## config.mk

```make
export PLATFORM = sky130hd
export DESIGN_NAME = div_unit
export DESIGN_NICKNAME = d
export VERILOG_FILES = /design/src/rtl/div_unit.sv
export SDC_FILE = /design/constraint.sdc
export NUM_CORES = 1
export LEC_CHECK = 0
export ABC_AREA = 1
export CORE_ASPECT_RATIO = 1.75
export CORE_MARGIN = 5
export CORE_UTILIZATION = 40
export CTS_CLUSTER_SIZE = 20
export DETAILED_ROUTE_END_ITERATION = 8
export PLACE_DENSITY_LB_ADDON = 0.3
export SYNTH_ARGS = -nofsm -noshare
export SYNTH_HDL_FRONTEND = slang
export SYNTH_SLANG_ARGS = --single-unit
```

## constraint.sdc

```tcl
create_clock -name clk -period 2.2 [get_ports clk]
set_clock_uncertainty 0.05 [all_clocks]
set_input_delay 0.44 -clock clk [delete_from_list [all_inputs] [get_ports clk]]
set_output_delay 0.44 -clock clk [all_outputs]
set_load 0.05 [all_outputs]
```

## src/rtl/div_unit.sv

```systemverilog
// div_unit: iterative restoring divider for RISC-V DIV/DIVU/REM/REMU.
// Computes one quotient bit per cycle and issues one register write
// when it finishes. Divide-by-zero and signed overflow finish in one cycle.
module div_unit #(
  parameter int DATA_WIDTH          = 32,
  parameter int NUMBER_OF_REGISTERS = 32
) (
  input  logic                                   clk,
  input  logic                                   rst,
  input  logic                                   start_i,
  input  logic [1:0]                             op_i,
  input  logic [DATA_WIDTH-1:0]                  rs1_data_i,
  input  logic [DATA_WIDTH-1:0]                  rs2_data_i,
  input  logic [$clog2(NUMBER_OF_REGISTERS)-1:0] rd_address_i,
  input  logic                                   kill_i,
  output logic                                   busy_o,
  output logic                                   done_o,
  output logic                                   rd_we_o,
  output logic [$clog2(NUMBER_OF_REGISTERS)-1:0] rd_address_o,
  output logic [DATA_WIDTH-1:0]                  rd_data_o
);

  localparam int AW = $clog2(NUMBER_OF_REGISTERS);
  localparam int CW = $clog2(DATA_WIDTH + 1);
  localparam logic [DATA_WIDTH-1:0] MIN_NEG = {1'b1, {(DATA_WIDTH-1){1'b0}}};

  typedef enum logic [1:0] {
    S_IDLE,
    S_CALC,
    S_DONE
  } state_e;

  state_e                state_q, state_d;
  logic                  busy_q, busy_d;
  logic                  done_q, done_d;
  logic                  we_q, we_d;
  logic [AW-1:0]         rd_q, rd_d;
  logic [DATA_WIDTH-1:0] data_q, data_d;
  logic                  rem_sel_q, rem_sel_d;
  logic [DATA_WIDTH-1:0] quo_q, quo_d;
  logic [DATA_WIDTH-1:0] dvs_q, dvs_d;
  logic [DATA_WIDTH-1:0] rem_q, rem_d;
  logic [CW-1:0]         cnt_q, cnt_d;
  logic                  qsign_q, qsign_d;
  logic                  rsign_q, rsign_d;

  logic                  a_neg, b_neg, ovf_in, fast_in;
  logic [DATA_WIDTH-1:0] abs_a, abs_b, fast_res;
  logic [DATA_WIDTH:0]   shifted, diff;
  logic                  fits;
  logic [DATA_WIDTH-1:0] q_fix, r_fix;

  // Operand conditioning and iteration datapath.
  always_comb begin
    a_neg    = ~op_i[0] & rs1_data_i[DATA_WIDTH-1];
    b_neg    = ~op_i[0] & rs2_data_i[DATA_WIDTH-1];
    abs_a    = a_neg ? -rs1_data_i : rs1_data_i;
    abs_b    = b_neg ? -rs2_data_i : rs2_data_i;
    ovf_in   = ~op_i[0] && (rs1_data_i == MIN_NEG) && (rs2_data_i == '1);
    fast_in  = (rs2_data_i == '0) || ovf_in;
    // Divide-by-zero: quotient all ones, remainder is the dividend.
    // Overflow: quotient is the most negative value, remainder zero.
    if (rs2_data_i == '0) fast_res = op_i[1] ? rs1_data_i : '1;
    else                  fast_res = op_i[1] ? '0 : MIN_NEG;
    shifted  = {rem_q, quo_q[DATA_WIDTH-1]};
    diff     = shifted - {1'b0, dvs_q};
    fits     = ~diff[DATA_WIDTH];
    q_fix    = qsign_q ? -quo_q : quo_q;
    r_fix    = rsign_q ? -rem_q : rem_q;
  end

  // Next-state and next-output logic for the IDLE/CALC/DONE sequence.
  always_comb begin
    state_d   = state_q;
    busy_d    = busy_q;
    done_d    = 1'b0;
    we_d      = 1'b0;
    rd_d      = rd_q;
    data_d    = data_q;
    rem_sel_d = rem_sel_q;
    quo_d     = quo_q;
    dvs_d     = dvs_q;
    rem_d     = rem_q;
    cnt_d     = cnt_q;
    qsign_d   = qsign_q;
    rsign_d   = rsign_q;
    case (state_q)
      S_IDLE: begin
        // busy stays high through the completion cycle, so a start seen
        // while busy_q is set (the done_o cycle) is ignored.
        busy_d = 1'b0;
        if (start_i && !kill_i && !busy_q) begin
          busy_d    = 1'b1;
          rd_d      = rd_address_i;
          rem_sel_d = op_i[1];
          if (fast_in) begin
            // Special cases bypass CALC/DONE so the result lands one cycle later.
            data_d = fast_res;
            done_d = 1'b1;
            we_d   = (rd_address_i != '0);
          end else begin
            state_d = S_CALC;
            quo_d   = abs_a;
            dvs_d   = abs_b;
            rem_d   = '0;
            cnt_d   = CW'(DATA_WIDTH);
            qsign_d = a_neg ^ b_neg;
            rsign_d = a_neg;
          end
        end
      end
      S_CALC: begin
        if (kill_i) begin
          state_d = S_IDLE;
          busy_d  = 1'b0;
        end else begin
          rem_d = fits ? diff[DATA_WIDTH-1:0] : shifted[DATA_WIDTH-1:0];
          quo_d = {quo_q[DATA_WIDTH-2:0], fits};
          cnt_d = cnt_q - CW'(1);
          if (cnt_q == CW'(1)) state_d = S_DONE;
        end
      end
      S_DONE: begin
        state_d = S_IDLE;
        if (kill_i) begin
          busy_d = 1'b0;
        end else begin
          done_d = 1'b1;
          we_d   = (rd_q != '0);
          data_d = rem_sel_q ? r_fix : q_fix;
        end
      end
      default: begin
        state_d = S_IDLE;
        busy_d  = 1'b0;
      end
    endcase
  end

  // State and output registers with synchronous reset.
  always_ff @(posedge clk) begin
    if (rst) begin
      state_q   <= S_IDLE;
      busy_q    <= 1'b0;
      done_q    <= 1'b0;
      we_q      <= 1'b0;
      rd_q      <= '0;
      data_q    <= '0;
      rem_sel_q <= 1'b0;
      quo_q     <= '0;
      dvs_q     <= '0;
      rem_q     <= '0;
      cnt_q     <= '0;
      qsign_q   <= 1'b0;
      rsign_q   <= 1'b0;
    end else begin
      state_q   <= state_d;
      busy_q    <= busy_d;
      done_q    <= done_d;
      we_q      <= we_d;
      rd_q      <= rd_d;
      data_q    <= data_d;
      rem_sel_q <= rem_sel_d;
      quo_q     <= quo_d;
      dvs_q     <= dvs_d;
      rem_q     <= rem_d;
      cnt_q     <= cnt_d;
      qsign_q   <= qsign_d;
      rsign_q   <= rsign_d;
    end
  end

  assign busy_o       = busy_q;
  assign done_o       = done_q;
  assign rd_we_o      = we_q;
  assign rd_address_o = rd_q;
  assign rd_data_o    = data_q;

endmodule

```

==> qor.txt <==
status: finished with violations
failing checks: negative setup slack
CTS tree: built
Tcrit/Tclk final: 1.11
hold_buf cts: 0
count of flip-flops with a built-in enable after synthesis: 0
CP Max Fanout: 6
DRT antenna net count: 0
initial antenna violation count: 0
final max-slew violation count: 0
share of cells above drive strength 1: 0.265
die area: 36200 µm²
kind of critical path: register to register
std cell rows: 87
Worst slew margin: 0.364
# DRC: 0
Leak: 0.00973 µW
area grow syn2layout: 52.3%
largest net degree at the start of global routing: 65
Layout Nets: 2891
Pwr Density: 509 nW/µm²
Hold Vio Cnt, Final: 0
commonest non-fill, non-tap cells in the layout: 618 x nand2_1, 365 x buf_4, 258 x inv_1
drt first pass iters: 6
CTS buffer count: 17
Max H-tree Level: 4
Syn Nets: 2430
GPL Wtd Cong: 1.05
Mapped Avg Cell Area: 5.61 µm²
IO Port Bufs: 114
DRT iter0 DRCs: 1254
hold slack: 0.418 ns
total power: 10100 µW
worst path required time: 2.43 ns
Worst Hold Class: register to register
YS warnings: 0
number of synthesized register bits: 147
commonest non-fill, non-tap cell in the layout: nand2_1
vias in the first global route: 16500
crit start category: register
clk slew on worst S/H paths: 0.06 ns
CP arrival: 2.68 ns
max cap viols: 0
grt total ovfl: 0
Clock Sinks: 147
Max VDD drop: 0.000549 V
Die X: 146 µm
Initial Util: 0.404
Post-Syn Area: 13000 µm²
RSZ-0062 raised after global routing: yes
Core Area: 32100 µm²
chip height: 248 µm
via count: 17400
clock buffer depth: 2
Synth cell types: 46
IO Pins: 115
Seq/Total Area, Yosys: 0.227
Synth Instances: 2312
first-pass GRT wire length: 88400 µm
GRT Overall Usage: 0.312
Post-DP HPWL: 44700 µm
minimum clock period: 2.45 ns
Post-Route WL: 61100 µm
Worst Setup End Kind: register
ys async rst share: 0
Worst Tran Pin Value: 0.946 ns
vias per std cell: 5.47
endpoints failing setup: 33
Root Buffer: clkbuf_16
DR WL/cell: 19.2 µm
Final Util: 0.615
pre-CTS setup slack: -0.681 ns
Final WS setup: -0.247 ns
final setup TNS: -6.68 ns
clk_lat worst skew: 0.45 ns
Max Freq: 409 MHz
Main synth FF type: dfxtp_1
-- flip-flops by register name (all words and copies together), names as in the netlist --
name and cells:
dvs_q 32, quo_q 32, rd_data_o 32, rem_q 32
cnt_q 6, rd_address_o 5, state_q 2, busy_o 1
done_o 1, qsign_q 1, rd_we_o 1, rem_sel_q 1
rsign_q 1
-- metrics by stage --
stage          area (µm²)  std cells
2_1_floorplan       13000       2312
5_1_grt             19700       3185
3_3_place_gp        17000       3089
3_5_place_dp        17000       3089
6_report            19700       3186
4_1_cts             18500       3163
-- cells by family (layout without fill, tap and decap cells) --
family	after synthesis	count (layout)	synth area share
XOR/XNOR	68	68	0.0460
AO/OA/AOI/OAI	399	399	0.159
adder cells (fa/ha/maj)	43	43	0.0421
AND/OR/NAND/NOR	1294	1294	0.416
buffers and inverters	361	834	0.110
other	0	1	0
flip-flops	147	147	0.227
-- final timing paths --
kind            startpoint       endpoint  slack (ns)  cells after the start
min          rd_data_o[16]  rd_data_o[16]        0.42                      2
max reg2reg       dvs_q[9]      rem_q[11]       -0.25                     16
max               dvs_q[9]      rem_q[11]       -0.25                     16
min reg2reg  rd_data_o[16]  rd_data_o[16]        0.42                      2
-- synth_stat cells, types with 25 or more instances --
cell | number | area [µm²]
nand2_1 | 716 | 2690
nor2_1 | 272 | 1020
inv_1 | 271 | 1020
a21oi_1 | 190 | 951
xor2_1 | 43 | 377
nand4_1 | 32 | 200
nand3_1 | 208 | 1040
xnor2_1 | 25 | 219
o21ai_0 | 178 | 891
dfxtp_1 | 147 | 2940
ha_1 | 42 | 526
clkbuf_1 | 50 | 188
-- final cells by class --
cell class | instances | area (µm²)
flip-flops and latches | 147 | 2950
well taps | 400 | 500
repair buffers | 524 | 4800
clock inverters | 12 | 180
fillers | 2984 | 12400
inverters | 279 | 1050
multi-input cells | 1804 | 9840
clock buffers | 19 | 433
diodes | 1 | 2.50
-- per-layer routing --
layer | share of wire | GRT usage | up-vias
met3 | 0.058 | 0.0379 | 347
met2 | 0.50 | 0.588 | 824
met4 | 0.12 | 0.285 | 0
li1 | - | - | 8358
met5 | 0 | 0 | -
met1 | 0.32 | 0.292 | 7914
-- critical path: stages, from the launching register on --
cell	delay (ns)
dfxtp_1	0.32
inv_1	0.14
ha_4	0.31
nand2_1	0.10
nor2_2	0.17
inv_1	0.08
nor2_2	0.13
nand2_2	0.09
nand2_4	0.10
nand2_4	0.09
nand2_4	0.10
nand2_4	0.07
nand2_8	0.14
clkbuf_16	0.19
nand2_2	0.07
nand3_2	0.06
a21oi_1	0.07
-- power by group --
group	internal [µW]	total, µW	switching [µW]
clock network	1900	3160	1260
logic	1630	3920	2280
registers	2830	2980	147
-- timing repair --
item                       4_1_cts  5_1_grt
pin swaps                       25       64
resized for setup              145      267
buffers inserted                33       17
cloned                          11        6
setup endpoints to repair      133      115
(Power assumes the default switching activity.)
